<file path="src/rtl/seg7_pkg.sv">
// Shared definitions for the 7-segment scan controller and the external decoder.
// Both sides use BLANK_CODE, so a blanked slot always decodes to dark segments.
package seg7_pkg;

    localparam int BCD_W = 4;
    localparam logic [BCD_W-1:0] BLANK_CODE = 4'hF;

    // Ceiling log2, never below 1 so every index or counter has at least one bit.
    function automatic int clog2(input int n);
        int r;
        r = 0;
        while ((1 << r) < n) r++;
        return (r < 1) ? 1 : r;
    endfunction

    // Active-high segments {g,f,e,d,c,b,a}, common cathode. Codes above 9 are dark.
    function automatic logic [6:0] seg_decode(input logic [BCD_W-1:0] bcd);
        logic [6:0] seg;
        case (bcd)
            4'd0:    seg = 7'h3F;
            4'd1:    seg = 7'h06;
            4'd2:    seg = 7'h5B;
            4'd3:    seg = 7'h4F;
            4'd4:    seg = 7'h66;
            4'd5:    seg = 7'h6D;
            4'd6:    seg = 7'h7D;
            4'd7:    seg = 7'h07;
            4'd8:    seg = 7'h7F;
            4'd9:    seg = 7'h6F;
            default: seg = 7'h00;
        endcase
        return seg;
    endfunction

endpackage

</file>
<file path="src/rtl/seg7_scan_ctrl_prescaler.sv">
// Slot prescaler: counts 0..SCAN_DIV-1 per digit slot, held at 0 while en is low.
// slot_end describes the current count; slot_last_d and in_dead describe the count being loaded.
module scan_prescaler
    import seg7_pkg::*;
#(
    parameter int SCAN_DIV  = 50000,
    parameter int BLANK_CYC = 2
) (
    input  logic clk,
    input  logic rst,
    input  logic en,
    output logic slot_end,
    output logic slot_last_d,
    output logic in_dead
);

    localparam int CNT_W = clog2(SCAN_DIV);

    logic [CNT_W-1:0] cnt_q, cnt_d;

    always_comb begin
        slot_end = (cnt_q == CNT_W'(SCAN_DIV - 1));
        cnt_d    = '0;
        if (en && !slot_end) cnt_d = cnt_q + CNT_W'(1);
        slot_last_d = (cnt_d == CNT_W'(SCAN_DIV - 1));
        in_dead     = (int'(cnt_d) < BLANK_CYC);
    end

    always_ff @(posedge clk or posedge rst) begin
        if (rst) cnt_q <= '0;
        else     cnt_q <= cnt_d;
    end

endmodule

</file>
<file path="src/rtl/seg7_scan_ctrl.sv">
// Time-multiplexed scan controller for NDIG common-cathode digits sharing one decoder.
// Outputs are registered from next-state values, so they track cnt/idx/snap with no lag.
module seg7_scan_ctrl
    import seg7_pkg::*;
#(
    parameter int NDIG      = 4,
    parameter int SCAN_DIV  = 50000,
    parameter int BLANK_CYC = 2
) (
    input  logic                     clk,
    input  logic                     rst,
    input  logic                     en,
    input  logic                     lzb,
    input  logic [BCD_W*NDIG-1:0]    bcd_in,
    output logic [BCD_W-1:0]         code,
    output logic [NDIG-1:0]          dig_en,
    output logic [clog2(NDIG)-1:0]   dig_idx,
    output logic                     frame_tick
);

    localparam int IDX_W = clog2(NDIG);

    logic                  slot_end, slot_last_d, in_dead, wrap;
    logic [IDX_W-1:0]      idx_q, idx_d;
    logic [BCD_W*NDIG-1:0] snap_q, snap_d;
    logic [BCD_W-1:0]      code_q, code_d;
    logic [NDIG-1:0]       dig_en_q, dig_en_d;
    logic                  frame_tick_q, frame_tick_d;
    logic [BCD_W-1:0]      snap_dig [NDIG];
    logic [NDIG-1:0]       blank;
    logic                  zero_run;

    scan_prescaler #(
        .SCAN_DIV  (SCAN_DIV),
        .BLANK_CYC (BLANK_CYC)
    ) u_prescaler (
        .clk         (clk),
        .rst         (rst),
        .en          (en),
        .slot_end    (slot_end),
        .slot_last_d (slot_last_d),
        .in_dead     (in_dead)
    );

    // Snapshot is only refreshed at frame wrap so a counter update cannot tear a frame.
    always_comb begin
        wrap  = slot_end && (idx_q == IDX_W'(NDIG - 1));
        idx_d = '0;
        if (en) begin
            if (wrap)          idx_d = '0;
            else if (slot_end) idx_d = idx_q + IDX_W'(1);
            else               idx_d = idx_q;
        end
        snap_d = (!en || wrap) ? bcd_in : snap_q;
    end

    for (genvar gi = 0; gi < NDIG; gi++) begin : g_dig
        assign snap_dig[gi] = snap_d[gi*BCD_W +: BCD_W];
    end

    // A digit is a leading zero when it and every more significant digit are zero.
    always_comb begin
        zero_run = 1'b1;
        blank    = '0;
        for (int k = NDIG - 1; k >= 1; k--) begin
            zero_run = zero_run && (snap_dig[k] == '0);
            blank[k] = lzb && zero_run;
        end
    end

    always_comb begin
        code_d   = BLANK_CODE;
        dig_en_d = '0;
        if (en && !in_dead) begin
            dig_en_d[idx_d] = 1'b1;
            code_d          = blank[idx_d] ? BLANK_CODE : snap_dig[idx_d];
        end
        frame_tick_d = en && (idx_d == IDX_W'(NDIG - 1)) && slot_last_d;
    end

    always_ff @(posedge clk or posedge rst) begin
        if (rst) begin
            idx_q        <= '0;
            snap_q       <= '0;
            code_q       <= BLANK_CODE;
            dig_en_q     <= '0;
            frame_tick_q <= 1'b0;
        end else begin
            idx_q        <= idx_d;
            snap_q       <= snap_d;
            code_q       <= code_d;
            dig_en_q     <= dig_en_d;
            frame_tick_q <= frame_tick_d;
        end
    end

    assign code       = code_q;
    assign dig_en     = dig_en_q;
    assign dig_idx    = idx_q;
    assign frame_tick = frame_tick_q;

endmodule

</file>
<file path="config.mk">
export PLATFORM = sky130hd
export DESIGN_NAME = seg7_scan_ctrl
export DESIGN_NICKNAME = d
export VERILOG_FILES = /design/src/rtl/seg7_pkg.sv /design/src/rtl/seg7_scan_ctrl_prescaler.sv /design/src/rtl/seg7_scan_ctrl.sv
export SDC_FILE = /design/constraint.sdc
export NUM_CORES = 1
export LEC_CHECK = 0
export CAP_MARGIN = 20
export CORE_UTILIZATION = 55
export DETAILED_ROUTE_END_ITERATION = 8
export GPL_ROUTABILITY_DRIVEN = 0
export MAX_ROUTING_LAYER = met4
export PLACE_DENSITY = 0.86
export SKIP_LAST_GASP = 1
export SLEW_MARGIN = 40
export SYNTH_ARGS = -nofsm -noshare
export SYNTH_HDL_FRONTEND = slang
export SYNTH_SLANG_ARGS = --single-unit
</file>
<file path="constraint.sdc">
create_clock -name clk -period 2.7 [get_ports clk]
set_input_delay 0.54 -clock clk [delete_from_list [all_inputs] [get_ports clk]]
set_output_delay 0.54 -clock clk [all_outputs]
set_load 0.02 [all_outputs]
</file>
# == Word-level counts from Yosys, hierarchy flattened ==
# Index checks and enable logic that the tools add are counted.
# Widths: inputs -> output; s select.
# classes
n_addsub,2
order_cmp,4
eq_ne,4
mux,15
n_bitwise,1
n_reduce_logical,18
# ops
op,count
$eq 16x16->1 const B,2
$mux 16,2
$mux 4,5
$add 16x1->16 const B,1
$lt 16x2->1 const B,1
$logic_not 4->1,3
$logic_and 1x1->1,11
$bmux 4 s2,1
$mux 2,3
$eq 2x2->1 const B,2
$ge 3x3->1 const B,1
$logic_not 1->1,3
$lt 2x3->1 const B,1
$not 2->3,1
$add 2x1->2 const B,1
$bmux 1 s2,1
$demux 1 s2,1
$ge 2x1->1 const B,1
$mux 1,2
$logic_or 1x1->1,1
# totals
regBits,43
in_bits,20
output_inout_bits,11

# == Logic depth before layout (Yosys ltp) ==
# logic_depth
word_depth,12
mapped_depth,9

# == Cells and area by module ==
# A second synthesis with hierarchy kept.
# unflattened
hier_cells,220
area_unflattened_um2,2353.5
# by_module_without_submodules
mod,n_inst,cells_each,area_each_um2
seg7_scan_ctrl,1,102,1296.2
scan_prescaler,1,118,1057.3

# == Worst setup path after synthesis ==
# No wires, ideal clock.
# synth_path
kind,flip-flop to flip-flop
start,reg u_prescaler.cnt_q[0]
end,reg dig_en_q[2] (netlist: dig_en[2])
setup_time_ps,119
arrival_time_ps,2055
required_time_ps,2581
path_slack_ps,526
path_stages_with_launch,8
synth_period_minus_slack_ps,2174
cell_sequence,dfrtp_1 > ha_1 > nand4_1 > nor2_1 > a211o_1 > a2111o_1 > o31a_1 > and2_1
# synth_via
elab_chain_len,9
elab_cells_between_ends,18
cone_classes,add/sub (1); order compare (3); eq/ne (1); mux (7); reduce/logical (6)
# synth_rtl
element,line,source
start: declaration,seg7_scan_ctrl_prescaler.sv:19,"logic [CNT_W-1:0] cnt_q, cnt_d;"
start signal: assignment,seg7_scan_ctrl_prescaler.sv:31,else cnt_q <= cnt_d;
branches (longest 8 deep; another with $add 16x1->16),-,
$mux 4 (*),seg7_scan_ctrl.sv:74,if (en && !in_dead) begin
named net dig_en_d[2],seg7_scan_ctrl.sv:27,"logic [NDIG-1:0] dig_en_q, dig_en_d;"
end signal: assignment,seg7_scan_ctrl.sv:92,dig_en_q <= dig_en_d;
end: declaration,seg7_scan_ctrl.sv:27,
# Mark *: on every way through the listed nets, which the timed path passes.

# == Worst setup path after layout ==
# layout_path
start,reg u_prescaler.cnt_q[0]
end,reg frame_tick_q (netlist: frame_tick)
# layout_via
elab_chain_len,7
elab_cells_between_ends,13
cone_classes,add/sub (1); eq/ne (3); mux (4); reduce/logical (5)
# layout_rtl
element,line,source
branches (longest 6 deep; another with $add 16x1->16),-,
$logic_and 1x1->1 (*),seg7_scan_ctrl.sv:78,frame_tick_d = en && (idx_d == IDX_W'(NDIG - 1)) && slot_last_d;
named net frame_tick_d,seg7_scan_ctrl.sv:28,"logic frame_tick_q, frame_tick_d;"
end signal: assignment,seg7_scan_ctrl.sv:93,frame_tick_q <= frame_tick_d;
end: declaration,seg7_scan_ctrl.sv:28,
# Marked as above.

==> summary.md <==
| Metric | Value |
|---|---|
| Yosys synthesis warning count | 0 |
| Number of diodes | 0 |
| Antenna violations before repair | 0 |
| # DRC | 0 |
| GRT Residual Overflow | 0 |
| Required time of the critical path | 2940 ps |
| Post-DR wirelength/cell | 17.6 um |
| Post-route ant nets | 0 |
| CP Class | reg -> reg |
| Worst-skew pair later-pin latency | 310 ps |
| Mean Syn Cell Area | 10.8 um2 |
| Final WL | 5520 um |
| Num CTS Buffers | 5 |
| Cts repair resizes | 0 |
| Fmax achieved | 394 MHz |
| Hold Vio Cnt, Final | 0 |
| Starting Density | 59.0% |
| Unrepaired setup endpoints after global routing | no |
| Count of cell types in the netlist | 59 |
| Worst-Margin Slew | 611 ps |
| Pwr Density | 447 nW/um2 |
| Sw power | 0.000345 W |
| CTS tree | yes |
| Core Area | 4140 um2 |
| Layout area overhead | 19.0% |
| First-pass GRT wire length | 8740 um |
| Worst hold margin | 513 ps |
| Number of global-route vias before repair | 1750 |
| Family with the most delay on the worst path | simple AND/OR/NAND/NOR gates |
| Internal power | 0.000957 W |
| Dpl hpwl | 4050 um |
| Die Ht | 68.7 um |
| Register area share after synthesis | 44.2% |
| Synth cell count leaders | dfrtp_1 (39), nor2_1 (22), mux2_2 (14) |
| Post-Syn Area | 2450 um2 |
| Worst VDD drop | 334 uV |
| Worst Skew | 7.24 ps |
| Synth Register Bits | 43 |
| Slowest stage delay, CP | 500 ps |
| CTS clk-pin slew, worst paths | 90 ps |
| Worst EP arrival | 2780 ps |
| Async S/R FF share, synth | 100% |
| Max cap viols | 0 |
| Core Rows | 23 |
| Synthesized Nets | 248 |
| Minimum clock period | 2540 ps |
| Via count | 1955 |
| Outcome | finished clean |
| Cells after synthesis | 226 |
| Switching share of power | 26.5% |
| Final max-slew violation count | 0 |
| Tcrit/Tclk final | 94.0% |
| Drt via density | 6.23 |
| Worst-case clock buffer depth | 2 |
| CTS root buf | clkbuf_8 |
| Crit start category | register |
| Layout cells sized above 1 | 20.8% |
| Post-synth top flop | dfrtp_1 |
| Largest net degree at the start of global routing | 44 |
| Slowest CP cell | a2111oi_0 |
| EDFF count, synth | 0 |
| Combinational power share | 12.9% |
| DRT iter0 DRCs | 138 |
| Critical-path cell list | ha_1 > nand3_1 > o2111ai_1 > or4_1 > a2111oi_0 > and3_1 |
| Crit end category | register |
| Class of the worst hold path | reg -> reg |
| Nets | 285 |
| Yosys top cell by area | dfrtp_1 |
| First drt pass iteration count | 4 |
| Leak pwr | 1.13 nW |
| Setup TNS | 0 ps |
| Relative slew slack | 59.0% |
| Synth top area share | 39.9% |
| Reg power frac | 54.3% |
| Total track usage | 26.6% |
| # clock sinks | 43 |
| Worst-path fanout max | 7 |
| Worst Path Buf+Inv | 0 |
| I/O pins | 31 |
| DIE AREA | 4720 um2 |
| Top-count cell post-synth | dfrtp_1 |
| H-Tree Depth | 2 |
| Die W | 68.7 um |
| Largest cells by area after synthesis | dfrtp_1 (40%), mux2_2 (6.4%), dfstp_2 (4.3%) |
| Port Buffers | 30 |
| Final setup viols | 0 |
| Clock network fraction of total power | 32.8% |
-- path summary, 6_finish.rpt --
kind | from | end | slack (ps) | depth (start not counted)
max reg2reg | u_prescaler.cnt_q[0] | frame_tick | 160 | 6
min in group asynchronous | rst | dig_idx[1] | 680 | 3
max | u_prescaler.cnt_q[0] | frame_tick | 160 | 6
min | snap_q[3] | snap_q[3] | 510 | 1
min reg2reg | snap_q[3] | snap_q[3] | 510 | 1
max in group asynchronous | rst | code[3] | 1650 | 3
-- cell families after synthesis --
| logic type | after synthesis | share of synthesized area [%] |
|---|---|---|
| AO/OA/AOI/OAI | 35 | 12.8 |
| XOR/XNOR | 16 | 5.73 |
| adder cells (fa/ha/maj) | 2 | 1.02 |
| buffers and inverters | 17 | 4.09 |
| flip-flops | 43 | 44.2 |
| multiplexers | 23 | 10.7 |
| AND/OR/NAND/NOR | 90 | 21.4 |
-- power by group through the flow --
stage                     combinational, W  sequential (W)  clock [W]
after floorplan                  0.0000860        0.000720          0
after global placement            0.000158        0.000716          0
after detailed placement          0.000164        0.000718          0
after CTS                         0.000165        0.000706   0.000432
after global routing              0.000183        0.000711   0.000463
final                             0.000168        0.000707   0.000427
-- metrics by stage --
step / setup WS [ps] / power [W] / std cells / utilization (%) / area [um2]
after floorplan: 526 / 0.000806 / 226 / - / 2450
after global placement: 222 / 0.000874 / 302 / 67.3 / 2790
after detailed placement: 122 / 0.000882 / 302 / 67.3 / 2790
after CTS: 105 / 0.00130 / 310 / 69.5 / 2880
after global routing: 72.3 / 0.00136 / 314 / 70.2 / 2910
final: 161 / 0.00130 / 314 / 70.2 / 2910
-- timing repair --
action | in CTS | in global routing
hold buffers | 0 | 0
endpoints found under the setup margin | 0 | 3
setup buffers | 0 | 4
-- state kept, by name, summed over array words and instances, names as in the netlist --
signal	count
code	4
dig_en	4
dig_idx	2
frame_tick	1
snap_q	16
u_prescaler.cnt_q	16
-- final cells by class --
| cell class | instances | area (um2) |
|---|---|---|
| Fill cell | 322 | 1230 |
| Timing Repair Buffer | 42 | 390 |
| Tap cell | 50 | 62.6 |
| Multi-Input combinational cell | 166 | 1260 |
| Clock inverter | 3 | 23.8 |
| Inverter | 5 | 18.8 |
| Sequential cell | 43 | 1080 |
| Clock buffer | 5 | 68.8 |
-- placed cells by master, fill, tap and decap left out, drive strengths merged, types with 2 or more instances in the layout --
| master | instances |
|---|---|
| ha | 2 |
| o2111ai | 6 |
| dfstp | 4 |
| nor3b | 2 |
| xnor2 | 10 |
| and2 | 5 |
| a21oi | 2 |
| nor4 | 8 |
| dfrtp | 39 |
| a31oi | 2 |
| mux2 | 19 |
| and3 | 2 |
| clkdlybuf4s50 | 30 |
| nand2 | 12 |
| mux2i | 4 |
| nor2 | 22 |
| nand4 | 9 |
| nor2b | 3 |
| clkinvlp | 2 |
| a22oi | 5 |
| or2 | 2 |
| nand3 | 11 |
| and4 | 4 |
| xor2 | 6 |
| clkbuf | 5 |
| o21ai | 6 |
| nor3 | 7 |
| inv | 5 |
| a2111oi | 2 |
| buf | 12 |
-- routing by layer --
layer	vias to the layer above	global-route usage [%]	share of wire (%)	wire, um
met5	-	-	0	0
met4	0	11.0	2.4	131
met3	10	6.09	6.4	356
met2	77	38.8	47	2590
met1	957	35.7	44	2440
li1	911	-	-	-
-- worst register-to-register path, cell delays in order, from the launching register on --
cell and delay (ps):
dfrtp_1 450, ha_1 300, nand3_1 290, o2111ai_1 250
or4_1 470, a2111oi_0 500, and3_1 220
Note: power is estimated with default switching activity, not from simulation.
